File: src/rtl/if_fetch.sv
// Instruction fetch front end: one outstanding memory request,
// a small {pc, inst} FIFO toward decode, and redirect handling.
module if_fetch #(
   parameter logic [31:0] RESET_PC = 32'h0000_0000,
   parameter int unsigned DEPTH    = 2
) (
   input  logic        clk,
   input  logic        rst,
   input  logic        jCe,
   input  logic [31:0] jAddr,
   output logic        imReq,
   output logic [31:0] imAddr,
   input  logic        imAck,
   input  logic [31:0] imData,
   input  logic        idReady,
   output logic        instValid,
   output logic [31:0] pc,
   output logic [31:0] inst
);
   localparam int unsigned AW = $clog2(DEPTH);
   localparam int unsigned CW = AW + 1;
   localparam logic [CW-1:0] FULL = CW'(DEPTH);

   typedef enum logic [1:0] {
      S_IDLE,
      S_WAIT,
      S_SQUASH
   } state_t;

   state_t        r_state;
   logic          r_req;
   logic [31:0]   r_addr;
   logic [31:0]   r_fpc;
   logic [CW-1:0] r_count;
   logic [AW-1:0] r_wp;
   logic [AW-1:0] r_rp;
   logic [31:0]   r_qa [DEPTH];
   logic [31:0]   r_qd [DEPTH];

   logic          w_pop;
   logic          w_push;
   logic          w_room;
   logic [CW-1:0] w_cnt;
   logic [31:0]   w_tgt;
   logic [31:0]   w_inc;

   assign instValid = (r_count != '0);
   assign pc        = instValid ? r_qa[r_rp] : '0;
   assign inst      = instValid ? r_qd[r_rp] : '0;
   assign imReq     = r_req;
   assign imAddr    = r_addr;

   assign w_pop  = instValid && idReady && !jCe;
   assign w_push = (r_state == S_WAIT) && imAck && !jCe;
   assign w_tgt  = {jAddr[31:2], 2'b00};
   assign w_inc  = r_fpc + 32'd4;
   // The in-flight request reserves a slot, so a new fetch needs
   // the post-push/pop occupancy to stay below DEPTH.
   assign w_cnt  = r_count + CW'(w_push) - CW'(w_pop);
   assign w_room = (w_cnt < FULL);

   always_ff @(posedge clk) begin
      if (w_push) begin
         r_qa[r_wp] <= r_addr;
         r_qd[r_wp] <= imData;
      end
   end

   always_ff @(posedge clk or negedge rst) begin
      if (!rst) begin
         r_state <= S_IDLE;
         r_req   <= 1'b0;
         r_addr  <= '0;
         r_fpc   <= RESET_PC;
         r_count <= '0;
         r_wp    <= '0;
         r_rp    <= '0;
      end else begin
         if (jCe) begin
            r_count <= '0;
            r_wp    <= '0;
            r_rp    <= '0;
         end else begin
            r_count <= w_cnt;
            if (w_push) r_wp <= r_wp + 1'b1;
            if (w_pop)  r_rp <= r_rp + 1'b1;
         end

         unique case (r_state)
            S_IDLE: begin
               if (jCe) begin
                  r_fpc <= w_tgt;
               end else if (w_room) begin
                  r_state <= S_WAIT;
                  r_req   <= 1'b1;
                  r_addr  <= r_fpc;
               end
            end
            S_WAIT: begin
               if (jCe) begin
                  r_fpc <= w_tgt;
                  if (imAck) begin
                     r_state <= S_IDLE;
                     r_req   <= 1'b0;
                  end else begin
                     r_state <= S_SQUASH;
                  end
               end else if (imAck) begin
                  r_fpc <= w_inc;
                  if (w_room) begin
                     r_addr <= w_inc;
                  end else begin
                     r_state <= S_IDLE;
                     r_req   <= 1'b0;
                  end
               end
            end
            S_SQUASH: begin
               if (jCe) r_fpc <= w_tgt;
               if (imAck) begin
                  r_state <= S_IDLE;
                  r_req   <= 1'b0;
               end
            end
            default: begin
               r_state <= S_IDLE;
               r_req   <= 1'b0;
            end
         endcase
      end
   end
endmodule

File: config.mk
export PLATFORM = sky130hd
export DESIGN_NAME = if_fetch
export DESIGN_NICKNAME = d
export VERILOG_FILES = /design/src/rtl/if_fetch.sv
export SDC_FILE = /design/constraint.sdc
export NUM_CORES = 1
export LEC_CHECK = 0
export ABC_AREA = 1
export CAP_MARGIN = 20
export CORE_ASPECT_RATIO = 0.5
export CORE_MARGIN = 10
export CORE_UTILIZATION = 47
export CTS_BUF_LIST = sky130_fd_sc_hd__clkbuf_16
export CTS_CLUSTER_SIZE = 30
export DETAILED_ROUTE_END_ITERATION = 16
export HOLD_SLACK_MARGIN = 0.06
export PLACE_DENSITY_LB_ADDON = 0.3
export SETUP_SLACK_MARGIN = 0.15
export SLEW_MARGIN = 30
export SYNTH_ARGS = -nofsm -noshare
export SYNTH_HDL_FRONTEND = slang
export SYNTH_SLANG_ARGS = --single-unit
File: constraint.sdc
create_clock -name clk -period 5.4 [get_ports clk]
set_input_delay 0.54 -clock clk [delete_from_list [all_inputs] [get_ports clk]]
set_output_delay 0.54 -clock clk [all_outputs]
set_load 0.03 [all_outputs]
==> reports/qor.txt, run 1 <==
status: completed
DRT Wirelength: 23,200 um
Placer Congestion: 0.886
final setup fails: 0
largest net degree at the start of global routing: 68
post-synthesis sequential area ratio: 61.2%
total track usage: 18.4%
Leak Pwr: 4.52 nW
share of layout cells above drive strength 1: 6.14%
post-layout min period: 3.41 ns
Slew headroom: 41.7%
Min Hold Slack: 0.302 ns
Num CTS Buffers: 17
Achievable Freq: 0.294 GHz
r2r worst-path depth: 16
Tot Pwr: 6.05 mW
Synth Instances: 965
Post-CTS Resized: 0
Pwr per Cell Area: 539 nW/um2
Reg2Reg Setup Slack: 2.24 ns
area grow syn2layout: 27.1%
total grt overflow: 0
cell taking the most area after synthesis: edfxtp_1
r2r endpoint: imAddr[20]
CTS tree: yes
number of port buffers: 160
Avg Vias per Cell: 5.11
Yosys cell types: 33
Crit. End Element: output pin
initial DRC count: 618
DR WL/cell: 16.8 um
Yosys reg bits: 191
Worst Path Max Fanout: 64
number of global-route vias before repair: 6,599
Tcrit/Tclk final: 63.1%
post-route ant nets: 0
Max IR drop VDD: 0.250 mV
Hold/Removal Path Class: in2async
final worst setup slack: 1.99 ns
Final Hold Fails: 0
setup repair bufs after CTS: 0
# nets final: 1,182
synthesized cell area: 8830 um2
top cells by area, synth: edfxtp_1 (42%), dfrtp_1 (19%), nand2_1 (16%)
worst r2r src: r_count[1]
CP arrival: 2.87 ns
Die ar.: 25,000 um2
die span in x: 214 um
FP Rows: 35
vias after detailed routing: 7,057
Sink Count: 191
commonest non-fill, non-tap cell in the layout: nand2_1
ANT cells: 0
HPWL Detailed: 15,100 um
CP startpoint kind: flip-flop
Ys Warns: 0
Max Cap Viol: 0
Worst-Margin Slew: 0.874 ns
Synth top area share: 42.2%
clk root buf: clkbuf_16
first-pass GRT wire length: 36,100 um
Initial DRT Pass Iterations: 6
Max Slew Vio Count: 0
setup_tns: 0 ns
critical path required time: 4.86 ns
maximum root-to-sink buffer count: 2
initial antenna violation count: 0
io pins: 167
total core area: 18,400 um2
clock-pin transition on the worst setup and hold timing paths: 0.08 ns
die height: 117 um
Finished Core Util: 60.9%
H-tree Lvls: 4
RSZ-0062 raised after global routing: false
DP Worst Slack: 2.18 ns
Initial Util: 47.9%
Worst Clk Skew: 0.00968 ns
# DRC: 0
Setup CP Type: reg2out
cts hold-fix bufs: 0
Syn Area/Cell: 9.15 um2
worst skew pair latency: 0.42 ns
most frequent cells in the layout: nand2_1 (366), clkdlybuf4s50_1 (159), edfxtp_1 (124)
## metal layers
metal  share of wire (%)  track usage [%]  wire, um
met5                   0                0         0
met4                 1.1             4.79       259
met3                 5.3             2.84      1240
met2                  49             30.6     11400
met1                  45             24.7     10400
## worst max-delay path: stages, from the launching register on
cell             delay, ns
dfrtp_2               0.39
buf_4                 0.33
inv_4                 0.63
nand2_1               0.10
a21oi_1               0.17
clkdlybuf4s50_1       0.76
## layout make-up
type,instances,area (um2)
clock buffers,17,425
multi-input cells,691,3090
well taps,259,324
clock inverters,15,169
inverters,40,153
fillers,1543,7210
flip-flops and latches,191,5400
repair buffers,169,1660
## worst max-delay path by stage
stage	from	end	slack (ns)	depth (start not counted)
after floorplan	r_state[0]	r_qa[0][10]	1.31	7
after global placement	r_rp	pc[23]	2.08	5
after detailed placement	imAck	imAddr[12]	2.18	14
after CTS	r_rp	inst[6]	1.98	5
after global routing	r_rp	inst[9]	1.83	5
final	r_rp	pc[13]	1.99	5
## sequential cells by signal (all words and copies together), names as in the netlist
| name | count |
|---|---|
| imAddr | 30 |
| imReq | 1 |
| r_count | 2 |
| r_fpc | 30 |
| r_qa | 60 |
| r_qd | 64 |
| r_rp | 1 |
| r_state | 2 |
| r_wp | 1 |
## synth_stat cells, drive strengths merged
library cell / instances
nand2: 371
edfxtp: 124
nor2: 122
a21oi: 72
dfrtp: 67
nand3: 48
inv: 40
o21ai: 32
buf: 24
clkbuf: 22
nand3b: 12
xor2: 7
o22ai: 5
and2: 3
ha: 3
nand4: 3
a22oi: 2
o21a: 2
xnor2: 2
a31oi: 1
conb: 1
mux2i: 1
nor3: 1
## kinds of logic (layout without fill, tap and decap cells)
kind of cell	Yosys count	after routing	share of synthesized area [%]
mux	1	1	0.113
flops	191	191	61.2
buf+inv	86	241	4.37
other cells	1	4	0.0425
compound gates	114	114	6.66
fa+ha+maj	3	3	0.425
xor+xnor	9	9	0.893
simple gates	560	560	26.3
## metrics by stage
stage | cell area (um2) | cells
finish | 11200 | 1382
global placement | 10600 | 1350
global route | 11200 | 1382
CTS | 11200 | 1382
detailed placement | 10600 | 1350
floorplan | 8840 | 968
## power by group
group | internal, mW | switching, mW
Combinational | 0.846 | 1.61
Sequential | 1.96 | 0.340
Clock | 0.700 | 0.595
No activity file was read; power rests on OpenSTA's default activity.
==> run 2: changes to the inputs <==
==> constraint.sdc (replaced) <==
create_clock -name clk -period 3.22 [get_ports clk]
set_input_delay 0.322 -clock clk [delete_from_list [all_inputs] [get_ports clk]]
set_output_delay 0.322 -clock clk [all_outputs]
set_load 0.03 [all_outputs]
==> reports/qor.txt, run 2 (same netlist as run 1, synthesis figures left out) <==
status: completed
critical path depth: 5 (unchanged)
Pint: 5.82 mW (+66%)
die span in x: 214 um (unchanged)
post-route ant nets: 0 (unchanged)
clock power share: 20.5% (-0.9 points)
total core area: 18,400 um2 (unchanged)
maximum root-to-sink buffer count: 2 (unchanged)
Leak Pwr: 4.55 nW (+0.60%)
Biggest register: r_qd
Slew headroom: 52.9% (+11 points)
Initial DRT Pass Iterations: 5 (-1)
Final Cell Area: 11,300 um2 (+0.50%)
CTS tree: yes
initial antenna violation count: 0 (unchanged)
critical path required time: 2.90 ns (-1.96 ns)
share of layout cells above drive strength 1: 6.38% (+0.24 points)
Tcrit/Tclk final: 86.9%
placed inst area: 10,700 um2 (+0.61%)
sw frac: 42.2% (+0.16 points)
register share of total power: 38.5% (+0.5 points)
CP arrival: 2.48 ns (-0.39 ns)
number of flip-flops in the largest register: 64 (unchanged)
first-pass GRT wire length: 36,300 um (+0.44%)
ANT cells: 0 (unchanged)
Worst Path Max Fanout: 41 (-36%)
initial DRC count: 714 (+16%)
worst skew pair latency: 0.42 ns (about the same)
fin cells: 1,387 (+0.36%)
Achievable Freq: 0.357 GHz
Crit. End Element: output pin
HPWL Detailed: 15,400 um (+1.7%)
setup repair bufs after CTS: 0 (unchanged)
setup_tns: 0 ns (unchanged)
register area: 5400 um2 (unchanged)
RSZ-0062 raised after global routing: false
clock-pin transition on the worst setup and hold timing paths: 0.08 ns (about the same)
Die ar.: 25,000 um2 (unchanged)
r2r worst-path depth: 15 (-1)
Placer Congestion: 0.845 (-4.7%)
Setup CP Type: reg2out
largest net degree at the start of global routing: 63 (-7.4%)
Avg Vias per Cell: 5.11 (+0.11%)
final setup fails: 0 (unchanged)
post-layout min period: 2.80 ns
CP top delay family: buffers and inverters
Final Hold Fails: 0 (unchanged)
Pwr per Cell Area: 894 nW/um2 (+66%)
Post-Route M1 WL: 10,300 um (-0.25%)
H-tree Lvls: 4 (unchanged)
met3 wire length: 1210 um (-2.3%)
most frequent cells in the layout: nand2_1 (366), clkdlybuf4s50_1 (159), edfxtp_1 (124)
multi-input logic area: 3090 um2 (unchanged)
Initial Util: 47.9% (unchanged)
filler cell count in the final layout: 1,534 (-0.58%)
sw power: 4.26 mW (+67%)
Worst-Margin Slew: 0.707 ns (-0.168 ns)
total grt overflow: 0 (unchanged)
WP buf/inv: 3 (unchanged)
DRT Wirelength: 22,900 um (-1.2%)
met2 routed WL: 11,000 um (-3.3%)
Cell Chain, Critical Path: inv_2, buf_12, nand2_1, a21oi_1, clkdlybuf4s50_1
Max Cap Viol: 0 (unchanged)
Worst Clk Skew: 0.00947 ns (-0.000216 ns)
Max Slew Vio Count: 0 (unchanged)
Max stage delay cell, worst path: clkdlybuf4s50_1
total track usage: 18.3% (-0.11 points)
commonest non-fill, non-tap cell in the layout: nand2_1
CP startpoint kind: flip-flop
largest registers: r_qd (64), r_qa (60)
Max IR drop VDD: 0.419 mV (+67%)
Sink Count: 191 (unchanged)
number of port buffers: 160 (unchanged)
vias after detailed routing: 7,090 (+0.47%)
power share of the combinational group: 40.9% (+0.3 points)
Hold/Removal Path Class: in2async
die height: 117 um (unchanged)
clk root buf: clkbuf_16
FP Rows: 35 (unchanged)
Crit path largest cell delay: 0.72 ns (-0.04 ns)
placed cells: 1,354 (+0.30%)
number of global-route vias before repair: 6,848 (+3.8%)
io pins: 167 (unchanged)
# DRC: 0 (unchanged)
highest routed layer: met4
area grow syn2layout: 27.8%
Num CTS Buffers: 17 (unchanged)
DR WL/cell: 16.5 um (-1.5%)
# nets final: 1,187 (+0.42%)
## run 2: cell count changes in the layout (fill, tap and decap cells not counted), sizes merged
| cell | delta |
|---|---|
| buf | +4 |
| bufinv | -1 |
| clkinv | +1 |
| dlygate4sd3 | +1 |
## run 2: path summary, 6_finish.rpt
kind | start | endpoint | slack [ns]
worst max-delay path | r_rp | pc[17] | 0.42
max in group asynchronous | rst | imAddr[27] | 1.71
min in group clk | imData[1] | r_qd[0][1] | 0.48
worst min register to register | imAddr[23] | r_qa[1][23] | 0.51
worst min-delay path | rst | r_fpc[6] | 0.41
worst max register to register | r_state[0] | imAddr[2] | 0.65
## run 2: final cells by class
cell class / instances / area share, %
Clock buffer: 17 / 3.77
Clock inverter: 15 / 1.33
Inverter: 40 / 1.33
Multi-Input combinational cell: 691 / 27.4
Sequential cell: 191 / 47.9
Tap cell: 259 / 2.87
Timing Repair Buffer: 174 / 15.4
## run 2: through the flow
step | util (%) | hold slack (ns) | setup slack [ns] | power [mW]
after floorplan | - | 0.0264 | 0.162 | 6.43
after global placement | 58.0 | 0.329 | 0.448 | 7.95
after detailed placement | 58.0 | 0.346 | 0.345 | 8.02
after CTS | 61.2 | 0.429 | 0.378 | 10.1
after global routing | 61.2 | 0.469 | 0.263 | 10.7
final | 61.2 | 0.414 | 0.423 | 10.1
## run 2: routing by layer
| layer | up-vias | GRT usage [%] |
|---|---|---|
| met5 | - | 0 |
| li1 | 3455 | - |
| met4 | 0 | 5.58 |
| met3 | 31 | 2.87 |
| met1 | 3356 | 24.3 |
| met2 | 248 | 30.4 |
## run 2: power groups by stage
stage	logic, mW	clock network, mW	registers, mW
finish	4.13	2.07	3.88
floorplan	2.35	0	4.08
global placement	4.07	0	3.88
global route	4.53	2.21	3.96
detailed placement	4.12	0	3.91
CTS	4.15	2.10	3.86
## run 2: timing repair
| action | 4_1_cts | 5_1_grt |
|---|---|---|
| hold buffers | 1 | 0 |
| gates resized for setup | 0 | 0 |
| endpoints found under the hold margin | 22 | 0 |
## run 2: worst register-to-register path, cell delays in order (launching register included)
cell     delay, ns
dfrtp_1       0.40
inv_2         0.10
nor2_2        0.12
inv_2         0.05
nor2_1        0.12
nand2_1       0.14
ha_1          0.30
inv_1         0.04
ha_1          0.18
inv_1         0.05
nand2_1       0.05
nand2_1       0.16
nand4_1       0.17
inv_1         0.38
o21ai_0       0.18
nand2_1       0.08
